## config.mk

```make
export PLATFORM = sky130hd
export DESIGN_NAME = idli_io_m
export DESIGN_NICKNAME = d
export VERILOG_FILES = /design/src/rtl/idli_io_m.sv
export SDC_FILE = /design/constraint.sdc
export NUM_CORES = 1
export LEC_CHECK = 0
export CAP_MARGIN = 20
export CORE_MARGIN = 3
export CORE_UTILIZATION = 32
export CTS_CLUSTER_SIZE = 30
export DETAILED_ROUTE_END_ITERATION = 10
export GPL_TIMING_DRIVEN = 0
export PLACE_DENSITY_LB_ADDON = 0.1
export SLEW_MARGIN = 0
export SYNTH_ARGS = -nofsm -noshare
export SYNTH_HDL_FRONTEND = slang
export SYNTH_SLANG_ARGS = --single-unit
```

## constraint.sdc

```tcl
create_clock -name i_io_gck -period 1.9 [get_ports i_io_gck]
set_input_delay 0.19 -clock i_io_gck [delete_from_list [all_inputs] [get_ports i_io_gck]]
set_output_delay 0.19 -clock i_io_gck [all_outputs]
set_load 0.005 [all_outputs]
```

## src/rtl/idli_io_m.sv

```systemverilog
// idli_io_m: nibble-serial I/O port unit between the core datapath and the external
// din/dout nibble handshake pins.
//
// TX: 16-bit words from the core are buffered in a small FIFO and emitted as four
//     nibbles on o_io_dout, least significant nibble first.
// RX: four nibbles from i_io_din, least significant first, are assembled into a
//     16-bit word and held in o_io_rx_data until the core reads it.
//
// Ports:
//   i_io_gck        core clock, rising edge
//   i_io_rst_n      synchronous active-low reset
//   i_io_tx_data/i_io_tx_vld/o_io_tx_rdy     core -> TX FIFO word handshake
//   o_io_dout/o_io_dout_vld/i_io_dout_acp    TX nibble handshake to the pins
//   i_io_din/i_io_din_vld/o_io_din_acp       RX nibble handshake from the pins
//   o_io_rx_data/o_io_rx_vld/i_io_rx_rdy     assembled word -> core handshake
module idli_io_m #(
    parameter int unsigned TX_DEPTH = 2
) (
    input  logic        i_io_gck,
    input  logic        i_io_rst_n,
    input  logic [15:0] i_io_tx_data,
    input  logic        i_io_tx_vld,
    output logic        o_io_tx_rdy,
    output logic [3:0]  o_io_dout,
    output logic        o_io_dout_vld,
    input  logic        i_io_dout_acp,
    input  logic [3:0]  i_io_din,
    input  logic        i_io_din_vld,
    output logic        o_io_din_acp,
    output logic [15:0] o_io_rx_data,
    output logic        o_io_rx_vld,
    input  logic        i_io_rx_rdy
);

    localparam int unsigned AW = $clog2(TX_DEPTH);

    // ------------------------------------------------------------------------
    // TX path
    // ------------------------------------------------------------------------
    logic [15:0] tx_mem_q [TX_DEPTH];
    logic [AW:0] wr_ptr_q, wr_ptr_d;
    logic [AW:0] rd_ptr_q, rd_ptr_d;
    logic [1:0]  nib_q, nib_d;
    logic        tx_full, tx_empty, tx_push, tx_nib_take;
    logic [15:0] head_word;

    // Extra pointer bit distinguishes full from empty when the indices match.
    assign tx_full  = (wr_ptr_q[AW] != rd_ptr_q[AW]) &&
                      (wr_ptr_q[AW-1:0] == rd_ptr_q[AW-1:0]);
    assign tx_empty = (wr_ptr_q == rd_ptr_q);

    assign o_io_tx_rdy   = !tx_full;
    assign o_io_dout_vld = !tx_empty;

    assign head_word = tx_mem_q[rd_ptr_q[AW-1:0]];
    assign o_io_dout = head_word[{nib_q, 2'b00} +: 4];

    assign tx_push     = i_io_tx_vld && !tx_full;
    assign tx_nib_take = !tx_empty && i_io_dout_acp;

    always_comb begin
        wr_ptr_d = wr_ptr_q;
        rd_ptr_d = rd_ptr_q;
        nib_d    = nib_q;
        if (tx_push) begin
            wr_ptr_d = wr_ptr_q + 1'b1;
        end
        if (tx_nib_take) begin
            nib_d = nib_q + 2'd1;
            // Last nibble of the head word retires the entry.
            if (nib_q == 2'd3) begin
                rd_ptr_d = rd_ptr_q + 1'b1;
            end
        end
    end

    always_ff @(posedge i_io_gck) begin
        if (!i_io_rst_n) begin
            wr_ptr_q <= '0;
            rd_ptr_q <= '0;
            nib_q    <= '0;
        end else begin
            wr_ptr_q <= wr_ptr_d;
            rd_ptr_q <= rd_ptr_d;
            nib_q    <= nib_d;
        end
    end

    // Storage is cleared on reset so o_io_dout reads 0 out of reset.
    always_ff @(posedge i_io_gck) begin
        if (!i_io_rst_n) begin
            tx_mem_q <= '{default: '0};
        end else if (tx_push) begin
            tx_mem_q[wr_ptr_q[AW-1:0]] <= i_io_tx_data;
        end
    end

    // ------------------------------------------------------------------------
    // RX path
    // ------------------------------------------------------------------------
    logic [15:0] asm_q, asm_d;
    logic [1:0]  cnt_q, cnt_d;
    logic [15:0] rx_data_q, rx_data_d;
    logic        rx_full_q, rx_full_d;
    logic        rx_last, din_acp, rx_take;

    assign rx_last = (cnt_q == 2'd3);
    // Only the word-completing nibble can be refused, and only while the holding
    // register is occupied and not being drained this cycle.
    assign din_acp = !rx_last || !rx_full_q || i_io_rx_rdy;
    assign rx_take = i_io_din_vld && din_acp;

    assign o_io_din_acp = din_acp;
    assign o_io_rx_vld  = rx_full_q;
    assign o_io_rx_data = rx_data_q;

    always_comb begin
        asm_d     = asm_q;
        cnt_d     = cnt_q;
        rx_data_d = rx_data_q;
        rx_full_d = rx_full_q;
        if (rx_full_q && i_io_rx_rdy) begin
            rx_full_d = 1'b0;
        end
        if (rx_take) begin
            asm_d[{cnt_q, 2'b00} +: 4] = i_io_din;
            cnt_d                      = cnt_q + 2'd1;
            // A completing word overrides the drain above in the same cycle.
            if (rx_last) begin
                rx_data_d = {i_io_din, asm_q[11:0]};
                rx_full_d = 1'b1;
            end
        end
    end

    always_ff @(posedge i_io_gck) begin
        if (!i_io_rst_n) begin
            asm_q     <= '0;
            cnt_q     <= '0;
            rx_data_q <= '0;
            rx_full_q <= 1'b0;
        end else begin
            asm_q     <= asm_d;
            cnt_q     <= cnt_d;
            rx_data_q <= rx_data_d;
            rx_full_q <= rx_full_d;
        end
    end

endmodule

```

; ---- Word-level counts from Yosys, hierarchy flattened
; Cells that the tools add are included.
[word_totals]
regBits = 73
latch_bits = 0
ramBits = 0
rom_bits = 0
elab_cells = 51
n_memories = 0
[classes]
n_addsub = 5
mul = 0
div = 0
n_lt_le_gt_ge = 3
n_eq_ne = 5
n_shift = 3
muxes = 10
n_bitwise = 2
reduce_logical = 14
[op_table]
columns = operator, count
row1 = $mux W16, 4
row2 = $bwmux W32, 1
row3 = $bwmux W16, 1
row4 = $demux W16 S1, 1
row5 = $shift A4 B6 Y16 const A, 1
row6 = $shiftx A16 B5 Y4, 1
row7 = $shiftx A4 B6 Y16, 1
row8 = $add A2 B1 Y2 const B, 4
row9 = $logic_and A1 B1 Y1, 6
row10 = $neg A4 Y6, 1
row11 = $eq A2 B2 Y1 const B, 2
row12 = $ge A2 B2 Y1 const B, 2
row13 = $logic_not A1 Y1, 4
row14 = $not A1 Y2, 2
row15 = $reduce_and A2 Y1, 2
row16 = $mux W1, 3
row17 = $eq A2 B2 Y1, 1
row18 = $logic_or A1 B1 Y1, 2
row19 = $lt A2 B1 Y1 const B, 1
row20 = $eq A1 B1 Y1, 1
row21 = $ne A1 B1 Y1, 1

; ---- Depth between registers and ports, before layout
[depth]
word_depth = 6
depth_mapped = 6

; ---- Worst setup path before layout
; OpenSTA, ideal clock, no wires.
[synth_path]
kind = register to register
from = register cnt_q[0]
to = register asm_q[0]
setup_time_ps = 72
t_arrival_ps = 1518
setup_slack_ps = 310
path_stages_with_launch = 6
path_buffers = 0
path_cell_list = dfxtp_1 -> inv_1 -> ha_1 -> nor4bb_1 -> nand3_1 -> mux2i_1
[synth_between]
elab_chain_len = 5
[synth_rtl]
columns = item, line
row1 = start: declaration, 102  ; logic [1:0] cnt_q, cnt_d;
row2 = start signal: assignment, 144  ; cnt_q <= cnt_d;
row3 = "parallel branches: the longest is 5 deep, another holds $neg A4 Y6", n/a
row4 = end signal: assignment, 143  ; asm_q <= asm_d;
row5 = end: declaration, 101  ; logic [15:0] asm_q, asm_d;
; Parallel ways; which one is timed is not known.
; A chain may end at the register's enable or synchronous reset.

; ---- Worst setup path in the final report
[layout_path]
from = register nib_q[0]
to = output o_io_dout[3]
[layout_between]
elab_chain_len = 1
[layout_rtl]
columns = item, line
row1 = start: declaration, 43  ; logic [1:0] nib_q, nib_d;
row2 = start signal: assignment, 85  ; nib_q <= nib_d;
row3 = $shiftx A16 B5 Y4, 56  ; assign o_io_dout = head_word[{nib_q, 2'b00} +: 4];
row4 = end: declaration, 24  ; output logic [3:0] o_io_dout,
; Every way passes these cells.

==> results.cfg <==
[clocking]
cts_max_path_buffers = 2
cts_buffers = 9
cts_root_buffer = clkbuf_8
clkLatencyLatePin_ns = 0.34
numClockSinks = 69
cts_hold_buf = 0
cts_tree = yes
clk_pin_slew_ns = 0.08
htreeDepth = 3

[layout]
final_cell_mix = nand2_1, dfxtp_1, mux2i_1
syn2layout_area_growth_pct = 36.1
drive_above_1_share_pct = 17.4
final_common_cell = nand2_1
utilization_pct = 45.4
fill_cells = 977
nNetsFinal = 441
diodes = 0

[power]
powerDensity_nw_per_um2 = 814
peakVddDrop_mv = 0.381
p_leak_nw = 1.63

[die]
io_pins = 50
floorplan.core_area_um2 = 9370
die_width_um = 105
die_area_um2 = 11000
row_count = 35
fp.dieH_um = 105
initial_core_util_pct = 33.4

[global_routing]
grt_pass1_wl_mm = 13.2
grt_antenna_before_repair = 0
grt_pass1_vias = 2548
grt_max_degree = 13
gr-total-overflow = 0
gr-usage-all-layers_pct = 15.3

[logic_synthesis]
yosysUniqueCellTypes = 34
syn_area_per_cell_um2 = 9.40
syn_nets = 365
postSynthCellCount = 333
seq_area_frac_synth_pct = 44.1
yosysWarnings = 0
ys_ff_latch = 69
syn-cell-area_um2 = 3130

[detailed_routing]
wl_per_cell_um = 15.0
wl_mm = 8.15
drc_errors = 0
vias = 2621
drtPass1Iterations = 5
final_antenna_net_count = 0
via_per_inst = 4.83
drt_iter0_markers = 106

[setup_path]
cp.required_ns = 1.71
cp-start-kind = register
crit_type = register to output port
cp.arrival_ns = 1.83
r2r_slack_ns = 0.26
cp-end-kind = output port
crit_fanout = 5

[placed_design]
numPortBuffers = 48
gp_congestion = 0.747
hpwl_mm = 5.76

[sta]
setup_tns_ns = -0.400
rsz0062_at_grt = yes
period_share_pct = 106
max_freq_ghz = 0.495
finalWorstSetupSlack_ns = -0.121
tightest_slew_ns = 0.648
finClkSkew_ns = 0.0123
hold_viol = 0
relSlewSlack_pct = 56.8
final_max_slew_viol_count = 0
min_period_ns = 2.02
setup_violations = 4

[worst_hold_path]
hp-class = input port to register

[run]
max_cap_violations = 0

[status]
status = finished, violations left
violations = negative setup slack
-- Yosys cell counts, drive strengths merged --
cell | number | area share (%)
dfxtp | 69 | 44
nand2 | 69 | 8.3
mux2i | 48 | 15
nand3 | 31 | 5.0
a21oi | 22 | 3.9
o21ai | 19 | 3.0
clkbuf | 16 | 2.0
buf | 10 | 2.1
mux4 | 8 | 5.8
ha | 6 | 2.4
inv | 6 | 0.72
mux2 | 4 | 1.4
and3 | 3 | 0.60
nand2b | 3 | 0.60
a21boi | 2 | 0.48
and3b | 2 | 0.56
and4 | 2 | 0.56
nor2b | 2 | 0.40
xnor2 | 2 | 0.56
a211o | 1 | 0.28
a211oi | 1 | 0.24
and2 | 1 | 0.20
nor2 | 1 | 0.12
nor4b | 1 | 0.28
nor4bb | 1 | 0.32
o22ai | 1 | 0.20
or3 | 1 | 0.20
xor2 | 1 | 0.28
-- state kept, by name, summed over array words and instances, names as in the netlist --
register      count
wr_ptr_q          2
o_io_rx_data     16
rd_ptr_q          2
o_io_rx_vld       1
asm_q            12
tx_mem_q         32
nib_q             2
cnt_q             2
-- layout make-up --
cell class	count	area, µm²	area share [%]
inverters	6	22.5	0.529
repair buffers	65	638	15.0
multi-input cells	232	1660	39.0
clock buffers	10	128	3.00
well taps	129	161	3.79
flip-flops and latches	69	1390	32.6
clock inverters	6	111	2.61
plain buffers	26	150	3.53
-- kinds of logic after synthesis --
group                    Yosys count  synth area share [%]
flip-flops                        69                  44.1
adder cells (fa/ha/maj)            6                  2.40
buffers and inverters             32                  4.88
AO/OA/AOI/OAI                     46                  8.12
XOR/XNOR                           3                 0.840
multiplexers                      60                  22.6
AND/OR/NAND/NOR                  117                  17.1
-- worst max-delay path: stages (launching register included) --
cell and delay, ns:
dfxtp_2 0.35, buf_8 0.11, buf_12 0.10, mux4_2 0.53
mux2_4 0.28, buf_6 0.11
-- stage by stage --
step / power (mW) / hold WS, ns / setup slack [ns] / area [µm²] / std cells
after global placement: 1.98 / 0.440 / -0.224 / 3770 / 510
final: 3.47 / 0.197 / -0.121 / 4260 / 543
after detailed placement: 1.99 / 0.448 / -0.248 / 3770 / 510
after floorplan: 1.82 / 0.338 / 0.310 / 3130 / 333
after CTS: 3.50 / 0.174 / -0.141 / 4190 / 540
after global routing: 3.62 / 0.218 / -0.171 / 4260 / 543
-- final timing paths --
check                            from                        to  cells past startpoint
max             nib_q[0]$_SDFFE_PN0P_              o_io_dout[3]                      5
min                        i_io_rst_n  rd_ptr_q[1]$_SDFFE_PN0P_                      3
max reg2reg     cnt_q[1]$_SDFFE_PN0P_     asm_q[0]$_SDFFE_PN0P_                      5
min reg2reg  tx_mem_q[8]$_SDFFE_PN0P_  tx_mem_q[8]$_SDFFE_PN0P_                      2
-- report_power, final --
| part | switching, mW | internal [mW] |
|---|---|---|
| clock network | 0.576 | 0.873 |
| logic | 0.215 | 0.258 |
| registers | 0.0403 | 1.50 |
-- per-layer routing --
layer  share of wire [%]  wire (µm)  track usage, %  vias to the layer above
li1                    -          -               -                     1306
met1                  49       3950            20.7                     1269
met2                  47       3800            23.8                       36
met3                 3.7        305            4.20                       10
met4                 1.1         93            4.31                        0
met5                   0          0               0                        -
-- repair_timing --
item,4_1_cts,5_1_grt
pin swaps,2,0
setup buffers,14,3
cloned,0,0
resized for setup,39,8
setup endpoints to repair,11,15
hold endpoints to repair,0,0
(Power assumes the default switching activity.)
